`config.mk`:
```
export PLATFORM = sky130hd
export DESIGN_NAME = fdiv_issue_queue
export DESIGN_NICKNAME = d
export VERILOG_FILES = /design/src/rtl/fdiv_issue_queue.sv
export SDC_FILE = /design/constraint.sdc
export NUM_CORES = 1
export LEC_CHECK = 0
export BUFFER_PORTS_ARGS = -buffer_cell sky130_fd_sc_hd__buf_2
export CORE_MARGIN = 1
export CORE_UTILIZATION = 40
export DETAILED_ROUTE_END_ITERATION = 7
export HOLD_SLACK_MARGIN = 0.05
export SKIP_LAST_GASP = 1
export SLEW_MARGIN = 20
export SYNTH_ARGS = -nofsm -noshare
export SYNTH_HDL_FRONTEND = slang
export SYNTH_SLANG_ARGS = --single-unit
```
`constraint.sdc`:
```
create_clock -name clk -period 6.35 [get_ports clk]
set_clock_uncertainty 0.05 [all_clocks]
set_input_delay 1.27 -clock clk [delete_from_list [all_inputs] [get_ports clk]]
set_output_delay 1.27 -clock clk [all_outputs]
set_load 0.02 [all_outputs]
```
`src/rtl/fdiv_issue_queue.sv`:
```
// Operand issue queue in front of the FP32 divider: buffers dividend/divisor pairs and
// issues the oldest one when the divider is free. Optional feature: FDIV_SPECIAL_BYPASS_EN.
module fdiv_issue_queue #(
  parameter int unsigned DEPTH = 4,
  parameter int unsigned PTR_W = $clog2(DEPTH)
) (
  input  logic             clk,
  input  logic             rst,
  input  logic             in_valid,
  output logic             in_ready,
  input  logic [31:0]      in_d,
  input  logic [31:0]      in_e,
  output logic             div_start,
  output logic [31:0]      div_d,
  output logic [31:0]      div_e,
  input  logic             div_busy,
  input  logic             div_stall,
  output logic             byp_valid,
  output logic [31:0]      byp_q,
  output logic [PTR_W:0]   count
);

  localparam logic [1:0] IDLE  = 2'd0;
  localparam logic [1:0] ISSUE = 2'd1;
  localparam logic [1:0] WAIT  = 2'd2;

  logic [31:0]    d_mem [DEPTH];
  logic [31:0]    e_mem [DEPTH];
  logic [PTR_W:0] wr_ptr, rd_ptr;
  logic [1:0]     state, state_d;
  logic           full, empty, push, pop, issue_go, byp_go, head_special;
  logic [31:0]    head_d, head_e;

  assign count    = wr_ptr - rd_ptr;
  assign empty    = (wr_ptr == rd_ptr);
  // Same index with differing wrap bits means the buffer has lapped the reader.
  assign full     = (wr_ptr[PTR_W] != rd_ptr[PTR_W]) &&
                    (wr_ptr[PTR_W-1:0] == rd_ptr[PTR_W-1:0]);
  assign in_ready = !full;
  assign push     = in_valid && in_ready;

  assign head_d   = d_mem[rd_ptr[PTR_W-1:0]];
  assign head_e   = e_mem[rd_ptr[PTR_W-1:0]];

  assign issue_go  = (state == IDLE) && !empty && !head_special && !div_busy && !div_stall;
  assign byp_go    = (state == IDLE) && !empty && head_special;
  assign pop       = (state == ISSUE) || byp_go;
  assign div_start = (state == ISSUE);

  always_ff @(posedge clk) begin
    if (push) begin
      d_mem[wr_ptr[PTR_W-1:0]] <= in_d;
      e_mem[wr_ptr[PTR_W-1:0]] <= in_e;
    end
  end

  always_ff @(posedge clk or negedge rst) begin
    if (!rst) begin
      wr_ptr <= '0;
      rd_ptr <= '0;
    end else begin
      if (push) wr_ptr <= wr_ptr + 1'b1;
      if (pop)  rd_ptr <= rd_ptr + 1'b1;
    end
  end

  always_comb begin
    state_d = state;
    case (state)
      IDLE:    if (issue_go) state_d = ISSUE;
      ISSUE:   state_d = WAIT;
      WAIT:    if (!div_busy && !div_stall) state_d = IDLE;
      default: state_d = IDLE;
    endcase
  end

  // Head is stable through ISSUE, so operands are captured on the way in.
  always_ff @(posedge clk or negedge rst) begin
    if (!rst) begin
      state <= IDLE;
      div_d <= '0;
      div_e <= '0;
    end else begin
      state <= state_d;
      if (issue_go) begin
        div_d <= head_d;
        div_e <= head_e;
      end
    end
  end

`ifdef FDIV_SPECIAL_BYPASS_EN
  logic        d_nan, d_inf, d_zero, e_nan, e_inf, e_zero, sgn;
  logic [31:0] byp_res;

  // Denormals have a zero exponent and are treated as zero.
  always_comb begin
    d_nan  = (&head_d[30:23]) && (|head_d[22:0]);
    d_inf  = (&head_d[30:23]) && !(|head_d[22:0]);
    d_zero = !(|head_d[30:23]);
    e_nan  = (&head_e[30:23]) && (|head_e[22:0]);
    e_inf  = (&head_e[30:23]) && !(|head_e[22:0]);
    e_zero = !(|head_e[30:23]);
    sgn    = head_d[31] ^ head_e[31];
    head_special = d_nan || d_inf || d_zero || e_nan || e_inf || e_zero;
    if (d_nan || e_nan || (d_zero && e_zero) || (d_inf && e_inf)) begin
      byp_res = 32'h7fc00000;
    end else if (d_inf || e_zero) begin
      byp_res = {sgn, 8'hff, 23'h0};
    end else begin
      byp_res = {sgn, 31'h0};
    end
  end

  always_ff @(posedge clk or negedge rst) begin
    if (!rst) begin
      byp_valid <= 1'b0;
      byp_q     <= '0;
    end else begin
      byp_valid <= byp_go;
      if (byp_go) byp_q <= byp_res;
    end
  end
`else
  assign head_special = 1'b0;
  assign byp_valid    = 1'b0;
  assign byp_q        = '0;
`endif

endmodule

```
==> results by group <==
Outcome
  – Result of the run: finished with violations
  – Failing checks: DRC

Drt
  – Drt wl/cell: 20.44 µm
  – DR vias: 5538
  – DRT Pass-1 Iters: 7
  – Antenna Nets Post-Route: 0
  – Aggregate routed wire length: 23.25 mm
  – Detailed router's first-iteration violation count: 303
  – Number of DRC violations after detailed routing: 70
  – Average via count per standard cell: 4.871

Clock tree
  – Clock insertion delay at the later pin of the skew report: 500 ps
  – CTS tree: done
  – Buffer depth of the longest clock path: 3
  – Hold buffers post-CTS: 0
  – Clock-pin slew of the registers on the worst-case setup and hold paths: 60 ps
  – Number of gates resized after CTS: 0
  – Clock Root Buffer: sky130_fd_sc_hd__clkbuf_16
  – Post-CTS Setup Repair Bufs: 0
  – CTS sink count: 328
  – CTS H-tree depth: 2
  – Number of CTS-inserted buffers: 35

Min path
  – Launch instance of the worst min-delay path: div_e[31]$_DFFE_PN0P_
  – Count of cells along the worst hold path: 1
  – Hold EP: div_e[31]$_DFFE_PN0P_
  – Path class of the lowest-slack min-delay path: flop to flop

Setup path
  – Largest stage delay on the critical path: 1020 ps
  – Terminus of the critical flop-to-flop path: d_mem[0][9]$_DFFE_PP_
  – Slowest stage cell on the critical path: sky130_fd_sc_hd__dfrtp_4
  – Startpoint Class: flop
  – Category of the worst setup path capture point: output port
  – Worst R2R Path Depth: 4
  – Largest driver fanout on the critical path: 66
  – Category of the most critical setup path: flop to output port
  – Register-to-register setup slack: 2880 ps
  – List of cells traversed by the critical path: inv_1, fa_1, xnor2_1, buf_2
  – WP data arrival: 2540 ps
  – FF-to-FF Start: rd_ptr[1]$_DFFE_PN0P_
  – Data required time at the worst endpoint: 5030 ps

GRT
  – GR met3 Demand/Resource: 4.241%
  – Met1 layer usage reported by global route: 20.06%
  – First-pass GRT wire length: 34.99 mm
  – GRT busiest layer: met2
  – Number of global-route vias before repair: 5910
  – Pin count of the biggest net entering global routing: 73
  – Met2 demand-to-capacity share in global routing: 23.79%
  – Number of antenna violations at the first check in global routing: 9
  – Total grt overflow: 0
  – Total track usage: 14.95%

STA
  – Portion of the clock cycle consumed by the worst path in the final layout: 60.81%
  – Fmax: 259.0 MHz
  – Final setup margin: 2489 ps
  – Unrepaired setup endpoints after global routing: false
  – Final-report hold violation count: 0
  – Slew margin rel.: 32.47%
  – # setup viols final: 0
  – Pins over their slew limit: 0
  – Least-Margin Pin Slew: 1013 ps
  – Total Neg Setup Slack: 0 ps
  – Min Tclk post-route: 3861 ps

Floorplanning
  – Starting density of the core: 40.78%
  – Area of the die: 0.03206 mm²
  – Die height: 179.1 µm
  – Number of ports placed on the die boundary: 171
  – Horizontal die dimension: 179.1 µm
  – Total number of placement rows: 64
  – Core region area: 0.03075 mm²

Power
  – Static power due to leakage: 5.532 nW
  – Power density of the placed cells: 513.3 mW/mm²
  – Maximum VDD drop: 267.2 µV

Synthesis
  – Syn Std Cell Area: 0.01254 mm²
  – Proportion of synthesized chip area in sequential cells: 75.67%
  – Most frequent cell after synthesis: sky130_fd_sc_hd__edfxtp_1
  – Synth area leader: sky130_fd_sc_hd__edfxtp_1
  – Async SR Flop Fraction: 21.95%
  – Per-instance average area after synthesis: 22.80 µm²
  – Most instantiated cells after synthesis: 256 x sky130_fd_sc_hd__edfxtp_1, 72 x sky130_fd_sc_hd__dfrtp_1, 64 x sky130_fd_sc_hd__mux4_2
  – Cell count after synthesis: 550
  – Distinct cell type count after synthesis: 26
  – Count of state elements after synthesis: 328
  – Synth top area share: 61.31%
  – Cell types with the largest area share after synthesis: sky130_fd_sc_hd__edfxtp_1 61%, sky130_fd_sc_hd__dfrtp_1 14%, sky130_fd_sc_hd__mux4_2 11%, sky130_fd_sc_hd__mux2_4 5.9%, sky130_fd_sc_hd__buf_4 2.2%
  – Predominant post-synthesis flop cell: sky130_fd_sc_hd__edfxtp_1
  – Number of warning messages in the yosys log: 0
  – Number of flops mapped to enable cells by yosys: 256

Placement
  – Final weighted congestion in routability-driven placement: 0.7173
  – Pre-CTS worst setup slack: 2765 ps
  – Port buffer count: 137
  – Post-detail-place hpwl: 13.93 mm

Final layout
  – Share of layout cells above drive strength 1: 45.90%
  – Combined area of the multi-input logic cells: 0.002769 mm²
  – Final nets: 783
  – Layout-stage area growth over the synthesis result: 17.72%
  – Register area: 0.009497 mm²
  – Filler Cell Count: 2556

Job
  – Max-Cap Viols: 0
## worst max path at each step
| stage | from | endpoint | slack [ps] | cells past startpoint |
|---|---|---|---|---|
| floorplan | in_valid | d_mem[3][0]$_DFFE_PP_ | 1160 | 2 |
| global placement | rd_ptr[1]$_DFFE_PN0P_ | count[2] | 2900 | 4 |
| detailed placement | rd_ptr[1]$_DFFE_PN0P_ | d_mem[2][30]$_DFFE_PP_ | 2760 | 4 |
| CTS | rd_ptr[1]$_DFFE_PN0P_ | count[2] | 2360 | 4 |
| global route | rd_ptr[1]$_DFFE_PN0P_ | count[2] | 2270 | 4 |
| finish | rd_ptr[1]$_DFFE_PN0P_ | count[2] | 2490 | 4 |
## metrics by stage
| step | hold slack, ps | instances | total power (W) | util, % | area (µm²) |
|---|---|---|---|---|---|
| 2_1_floorplan | 420.0 | 582 | 0.004897 | - | 12660 |
| 3_3_place_gp | 435.8 | 1065 | 0.005485 | 43.93 | 13510 |
| 3_5_place_dp | 440.5 | 1065 | 0.005553 | 43.93 | 13510 |
| 4_1_cts | 460.1 | 1128 | 0.007705 | 47.93 | 14740 |
| 5_1_grt | 473.7 | 1131 | 0.007957 | 47.96 | 14750 |
| 6_report | 457.1 | 1137 | 0.007577 | 48.01 | 14760 |
## worst max-delay path, delay by kind of cell (launching register included)
family / cells / cell delay (ps)
flops: 1 / 1020
fa+ha+maj: 1 / 460
buf+inv: 2 / 400
xor+xnor: 1 / 160
## placed cells by master, fill, tap and decap left out, drive strengths merged
master and instances:
nor2b 1, ha 7, o21ai 3, mux2 65, clkinvlp 4, nand2 4, xnor2 3, edfxtp 256
buf 141, o211ai 1, clkbuf 41, and2 3, dfrtp 72, diode 9, bufinv 6, nor4 1
nand3 1, xor2 3, conb 33, inv 9, fa 1, clkinv 11, mux4 64, a31oi 2
## kinds of logic after synthesis
group / Yosys count / share of synthesized area (%)
DFF: 328 / 75.67
xor gates and xnor gates: 6 / 0.4790
and+or+nand+nor: 10 / 0.4091
other: 1 / 0.02991
buffers and inverters: 62 / 3.472
muxes: 129 / 18.80
AOI/OAI and AO/OA: 6 / 0.2794
adders and majority gates: 8 / 0.8581
## final cells by class
class | instances | share of cell area, %
sequential | 328 | 64.33
antenna | 9 | 0.1526
clock inverter | 22 | 1.890
timing repair buffer | 141 | 4.865
inverter | 8 | 0.2034
multi-input combinational | 192 | 18.76
tap | 396 | 3.356
clock buffer | 41 | 6.442
## per-layer routing
layer / up-vias / wire length [µm]
met5: - / 34
met2: 175 / 11300
met4: 6 / 380
met3: 40 / 1756
met1: 2865 / 9777
li1: 2452 / -
## sequential cells by signal, summed over array words and instances, names as in the netlist
signal,flops
d_mem,128
e_mem,128
div_d,32
div_e,32
rd_ptr,3
wr_ptr,3
state,2
## report_power, final
group,switching (W),internal [W],total (W)
Sequential,0.000359,0.00298,0.00334
Combinational,0.00109,0.00102,0.00211
Clock,0.000801,0.00132,0.00212
Power figures use the tool's default switching activity.
